**src/rtl/bs_pkg.sv**
```systemverilog
// Shared constants for the Black-Scholes Monte-Carlo run sequencer:
// state encodings, host command codes and the default pipeline latency.
package bs_pkg;

  localparam int PIPE_LAT_DEF = 50;

  localparam logic [3:0] CMD_RUN = 4'd1;
  localparam logic [3:0] CMD_ACK = 4'd2;

  // Encodings double as the externally visible status code.
  localparam logic [3:0] ST_IDLE     = 4'd0;
  localparam logic [3:0] ST_ISSUE    = 4'd1;
  localparam logic [3:0] ST_COMPLETE = 4'd2;
  localparam logic [3:0] ST_DRAIN    = 4'd3;

endpackage

```
**src/rtl/bs_valid_delay.sv**
```systemverilog
// Single-bit DEPTH-stage shift register with asynchronous clear, used to
// carry latency-matched side-band flags alongside the float pipeline.
module bs_valid_delay #(
  parameter int DEPTH = 1
) (
  input  logic clk,
  input  logic nreset,
  input  logic din,
  output logic dout
);

  logic [DEPTH-1:0] sr;

  generate
    if (DEPTH == 1) begin : g_single
      always_ff @(posedge clk or negedge nreset) begin
        if (!nreset) sr <= '0;
        else         sr <= din;
      end
    end else begin : g_chain
      always_ff @(posedge clk or negedge nreset) begin
        if (!nreset) sr <= '0;
        else         sr <= {sr[DEPTH-2:0], din};
      end
    end
  endgenerate

  assign dout = sr[DEPTH-1];

endmodule

```
**src/rtl/bs_run_ctrl.sv**
```systemverilog
// Run sequencer: pulls exactly nsample Gaussian samples into the float pipeline
// and reports COMPLETE only once the last one has reached the accumulators.
module bs_run_ctrl
  import bs_pkg::*;
#(
  parameter int PIPE_LAT = PIPE_LAT_DEF
) (
  input  logic        clk,
  input  logic        nreset,
  input  logic [3:0]  cmd,
  input  logic [31:0] nsample,
  input  logic        grn_valid,
  input  logic [31:0] grn_data,
  output logic        grn_ready,
  output logic        issue_valid,
  output logic [31:0] issue_data,
  output logic        acc_clr,
  output logic        acc_en,
  output logic [31:0] issued_cnt,
  output logic [3:0]  status,
  output logic        done
);

  localparam int CNT_W = $clog2(PIPE_LAT + 2);

  logic [3:0]       state;
  logic [31:0]      nsample_q;
  logic [CNT_W-1:0] inflight;
  logic             xfer;
  logic             last_xfer;

  function automatic logic [CNT_W-1:0] next_inflight(input logic [CNT_W-1:0] cnt,
                                                     input logic            inc,
                                                     input logic            dec);
    case ({inc, dec})
      2'b10:   return cnt + CNT_W'(1);
      2'b01:   return cnt - CNT_W'(1);
      default: return cnt;
    endcase
  endfunction

  assign grn_ready = (state == ST_ISSUE) && (issued_cnt < nsample_q);
  assign xfer      = grn_valid && grn_ready;
  assign last_xfer = xfer && ((issued_cnt + 32'd1) == nsample_q);
  assign status    = state;
  assign done      = (state == ST_COMPLETE);

  // Control: run state, sample count and the one-shot accumulator clear.
  always_ff @(posedge clk or negedge nreset) begin
    if (!nreset) begin
      state      <= ST_IDLE;
      nsample_q  <= '0;
      issued_cnt <= '0;
      acc_clr    <= 1'b0;
    end else begin
      acc_clr <= 1'b0;
      case (state)
        ST_IDLE: begin
          nsample_q <= nsample;
          if (cmd == CMD_RUN) begin
            if (nsample == 32'd0) begin
              state <= ST_COMPLETE;
            end else begin
              state      <= ST_ISSUE;
              issued_cnt <= '0;
              acc_clr    <= 1'b1;
            end
          end
        end
        ST_ISSUE: begin
          if (xfer)      issued_cnt <= issued_cnt + 32'd1;
          if (last_xfer) state      <= ST_DRAIN;
        end
        ST_DRAIN: begin
          // Last sample is out of the pipe once nothing is counted in flight
          // and nothing is being issued this cycle.
          if ((inflight == '0) && !issue_valid) state <= ST_COMPLETE;
        end
        ST_COMPLETE: begin
          if (cmd == CMD_ACK) state <= ST_IDLE;
        end
        default: state <= ST_IDLE;
      endcase
    end
  end

  // Stage p0 -> pipeline input: registered sample and its valid.
  always_ff @(posedge clk or negedge nreset) begin
    if (!nreset) begin
      issue_valid <= 1'b0;
      issue_data  <= '0;
    end else begin
      issue_valid <= xfer;
      if (xfer) issue_data <= grn_data;
    end
  end

  always_ff @(posedge clk or negedge nreset) begin
    if (!nreset) inflight <= '0;
    else         inflight <= next_inflight(inflight, issue_valid, acc_en);
  end

  // Pipeline input -> accumulator input: valid delayed by the datapath latency.
  bs_valid_delay #(
    .DEPTH (PIPE_LAT)
  ) u_valid_delay (
    .clk    (clk),
    .nreset (nreset),
    .din    (issue_valid),
    .dout   (acc_en)
  );

endmodule
```
**config.mk**
```make
export PLATFORM = sky130hd
export DESIGN_NAME = bs_run_ctrl
export DESIGN_NICKNAME = d
export VERILOG_FILES = /design/src/rtl/bs_pkg.sv /design/src/rtl/bs_valid_delay.sv /design/src/rtl/bs_run_ctrl.sv
export SDC_FILE = /design/constraint.sdc
export NUM_CORES = 1
export LEC_CHECK = 0
export CORE_ASPECT_RATIO = 1.2
export CORE_MARGIN = 8
export CORE_UTILIZATION = 58
export CTS_BUF_LIST = sky130_fd_sc_hd__clkbuf_2 sky130_fd_sc_hd__clkbuf_4 sky130_fd_sc_hd__clkbuf_8
export DETAILED_ROUTE_END_ITERATION = 6
export PLACE_DENSITY = 0.88
export SYNTH_ARGS = -nofsm -noshare
export SYNTH_HDL_FRONTEND = slang
export SYNTH_SLANG_ARGS = --single-unit
export TNS_END_PERCENT = 30
```
**constraint.sdc**
```tcl
create_clock -name clk -period 5 [get_ports clk]
set_input_delay 1 -clock clk [delete_from_list [all_inputs] [get_ports clk]]
set_output_delay 1 -clock clk [all_outputs]
set_load 0.005 [all_outputs]
```
==> run metrics, run 1 <==
DR WL/cell=18.18 um; Worst EP required=4000 ps; Netlist cell types=59; Via Count=6303; Worst Max-Slew Pin Slew=747.6 ps; Avg Cell Area, Syn=9.692 um^2; CP endpoint kind=output port; core area=13010 um^2; pre-CTS setup slack=1314 ps; Hold EP=u_valid_delay.sr[5]$_DFF_PN0_; GPL Wtd Cong=0.8870; Max Clk Rate=0.2346 GHz; Hold Path Stages=0; Post-CTS Hold Buffers=0; Mapped Area=7627 um^2; switching share of total power=28.46%; Setup CP Type=reg2out; clk root buf=clkbuf_8; critical-path cell list=ha_1, a2111oi_0, o221ai_1, o21ai_0, nor3_1, a41oi_1, and3_1, clkdlybuf4s50_1; largest net degree at the start of global routing=85; Pre-antenna DRT Iters=5; YS warnings=0; total detailed-routing wirelength=20020 um; postcts setup bufs=0; HP Start=u_valid_delay.sr[4]$_DFF_PN0_; P&R area growth vs syn=25.02%; first-pass GRT wire length=32750 um; register area=3904 um^2; Slew HR=49.77%; vias in the first global route=6521; Final min period=4262 ps; cts repair resizes=0; critical path launch point type=flop; ys async rst share=100.0%; P_int=1990 uW; Power Total=2782 uW; layout filler cell count=973; starting density of the core=58.64%; hpwl dp=14670 um; Leak=0.004352 uW; chip width=120.7 um; sequential-to-total area share from yosys stat=51.18%; Tot GR Track Use=24.20%; CP max-delay cell=clkdlybuf4s50_1; TritonCTS Sinks=156; 1st-iter DRT viols=472; Power Density=291.7 nW/um^2; Synth Flop Type=dfrtp_1; Comb pwr share=15.2%; clk_lat worst skew=450 ps; Die ar.=17090 um^2; layout net count=1031; R2R depth=11; VDD IR max=231.0 uV; clk buf depth=2; number of flops mapped to enable cells by yosys=0; Max FO, Critical Path=6; final setup TNS=0 ps; RSZ-0062 raised after global routing=false; routed vias/inst=5.725; Max Slew Vio Count=0; worst reg2reg path endpoint=issued_cnt[13]$_DFFE_PN0P_; Post-Synthesis Cells=787; Clock Power Share=33.1%; n_diodes=0; share of layout cells above drive strength 1=6.002%; Max-Cap Viols=0; Clock transition at path regs=90 ps; ANT nets after route=0; Synth Register Bits=156; final core occ=73.31%; Worst R2R Start=issued_cnt[15]$_DFFE_PN0P_; period utilization=85.24%; Hold Path Class=reg2reg; status=finished, final reports clean; Die H=141.6 um; TritonCTS clock tree=yes; Sequential Power Share=51.7%; fin worst setup slack=737.9 ps; remaining global-route overflow=0; H-tree levels=4; area of the multi-input gates=3391 um^2; NetSw=791.7 uW; CP Data Arrival Time=3260 ps; Rows=46; Post-route DRC=0; CTS Buf Count=17; reg2reg setup slack=1750 ps; CP max stage delay=510 ps; IO buf count=141; final clock skew=15.88 ps; initial antenna violation count=0; I/O pin cnt=144; final hold vios=0; Final Setup Violations=0
==> registers in the layout, summed over array words and instances, names as in the netlist <==
signal / cells
u_valid_delay.sr: 50
issued_cnt: 32
issue_data: 32
acc_clr: 1
nsample_q: 32
status: 2
inflight: 6
issue_valid: 1
==> placed cells by master (no fill, tap or decap), drive strengths merged, types with 3 or more instances in the layout <==
| cell | synthesis | final |
|---|---|---|
| or3 | 3 | 3 |
| a21o | 10 | 10 |
| ha | 38 | 38 |
| nand4 | 20 | 20 |
| nor4 | 12 | 12 |
| and2 | 4 | 4 |
| mux2i | 3 | 3 |
| and3 | 7 | 7 |
| nor3 | 13 | 13 |
| o211ai | 3 | 3 |
| dfrtp | 156 | 156 |
| clkdlybuf4s50 | 0 | 140 |
| and4 | 5 | 5 |
| nand2 | 155 | 155 |
| buf | 19 | 10 |
| a31oi | 7 | 7 |
| xnor2 | 32 | 32 |
| inv | 45 | 53 |
| a21oi | 24 | 24 |
| o31ai | 23 | 23 |
| nor2b | 8 | 8 |
| nor2 | 36 | 36 |
| o41ai | 3 | 3 |
| xor2 | 20 | 20 |
| o21ai | 82 | 82 |
| clkbuf | 17 | 19 |
| nand3 | 15 | 15 |
==> logic make-up (layout without fill, tap and decap cells) <==
group	Yosys count	count (layout)	synth area share, %
flops	156	156	51.18
fa+ha+maj	39	39	6.496
xor+xnor	52	52	5.971
mux	4	4	0.5413
compound gates	169	169	13.37
buf+inv	81	226	4.593
simple gates	285	285	17.80
other cells	1	2	0.04917
==> worst max-delay path: cells and delay by family, from the launching register on <==
kind / cells / cell delay [ps]
buf+inv: 1 / 510
flops: 1 / 450
simple gates: 2 / 330
fa+ha+maj: 1 / 350
compound gates: 4 / 1190
==> cell usage after synthesis (2+ instances only) <==
| master | n | area [um^2] |
|---|---|---|
| o41ai_1 | 3 | 26.28 |
| nor3_1 | 11 | 55.05 |
| nor4_1 | 11 | 68.82 |
| buf_2 | 7 | 35.03 |
| and3_1 | 6 | 37.54 |
| o2111ai_1 | 2 | 17.52 |
| o31ai_1 | 22 | 165.2 |
| ha_1 | 38 | 475.5 |
| xor2_1 | 20 | 175.2 |
| inv_1 | 45 | 168.9 |
| a31oi_1 | 7 | 43.79 |
| and2_1 | 4 | 25.02 |
| a2111oi_0 | 2 | 17.52 |
| a21oi_1 | 24 | 120.1 |
| buf_4 | 8 | 60.06 |
| nand2b_1 | 2 | 12.51 |
| mux2i_1 | 3 | 30.03 |
| a21o_1 | 10 | 75.07 |
| nand2_1 | 155 | 581.8 |
| buf_1 | 3 | 11.26 |
| o21a_1 | 2 | 15.01 |
| xnor2_1 | 32 | 280.3 |
| nand3b_1 | 2 | 15.01 |
| nor3_4 | 2 | 32.53 |
| clkbuf_1 | 17 | 63.81 |
| o21ai_0 | 82 | 410.4 |
| nand3_1 | 14 | 70.07 |
| or3_1 | 3 | 18.77 |
| dfrtp_1 | 156 | 3904 |
| nor2b_1 | 8 | 50.05 |
| o211ai_1 | 3 | 22.52 |
| and4_1 | 4 | 35.03 |
| nor2_1 | 36 | 135.1 |
| nand4_1 | 18 | 112.6 |
==> cell type report <==
cell class | instances | area share, %
multi-input combinational | 551 | 35.56
clock inverter | 12 | 1.325
inverter | 45 | 1.771
tap | 168 | 2.204
timing repair buffer | 150 | 15.52
sequential | 156 | 40.94
clock buffer | 19 | 2.677
==> worst max-delay path by stage <==
stage                               startpoint        end  cells past startpoint
finish              issued_cnt[15]$_DFFE_PN0P_  grn_ready                      8
global route        issued_cnt[15]$_DFFE_PN0P_  grn_ready                      8
CTS                 issued_cnt[15]$_DFFE_PN0P_  grn_ready                      8
detailed placement  issued_cnt[15]$_DFFE_PN0P_  grn_ready                      8
global placement    issued_cnt[15]$_DFFE_PN0P_  grn_ready                      8
floorplan           issued_cnt[15]$_DFFE_PN0P_  grn_ready                      7
==> power groups by stage <==
| stage | Sequential (uW) | Combinational, uW | Clock (uW) |
|---|---|---|---|
| after CTS | 1440 | 429 | 939 |
| after global routing | 1450 | 475 | 988 |
| after detailed placement | 1460 | 424 | 0 |
| after floorplan | 1420 | 232 | 0 |
| after global placement | 1460 | 406 | 0 |
| final | 1440 | 423 | 921 |
==> routing by layer <==
metal | GRT usage [%] | share of wire, % | vias up
li1 | - | - | 2963
met1 | 27.88 | 39 | 3049
met2 | 41.14 | 50 | 241
met3 | 6.203 | 7.4 | 50
met4 | 11.59 | 3.2 | 0
met5 | 0 | 0 | -
==> stage by stage <==
| stage | cells | hold slack (ps) | area (um^2) |
|---|---|---|---|
| 2_1_floorplan | 788 | 331.2 | 7631 |
| 3_3_place_gp | 1070 | 332.3 | 9154 |
| 3_5_place_dp | 1070 | 334.7 | 9154 |
| 4_1_cts | 1101 | 354.5 | 9535 |
| 5_1_grt | 1101 | 357.0 | 9535 |
| 6_report | 1101 | 350.8 | 9535 |
Power figures use the tool's default switching activity.
==> inputs of run 2 (changes only) <==
- SKIP_LAST_GASP: default -> 1
==> results of run 2 <==
Same layout as run 1: the final DEF is identical, and so are final timing and power.
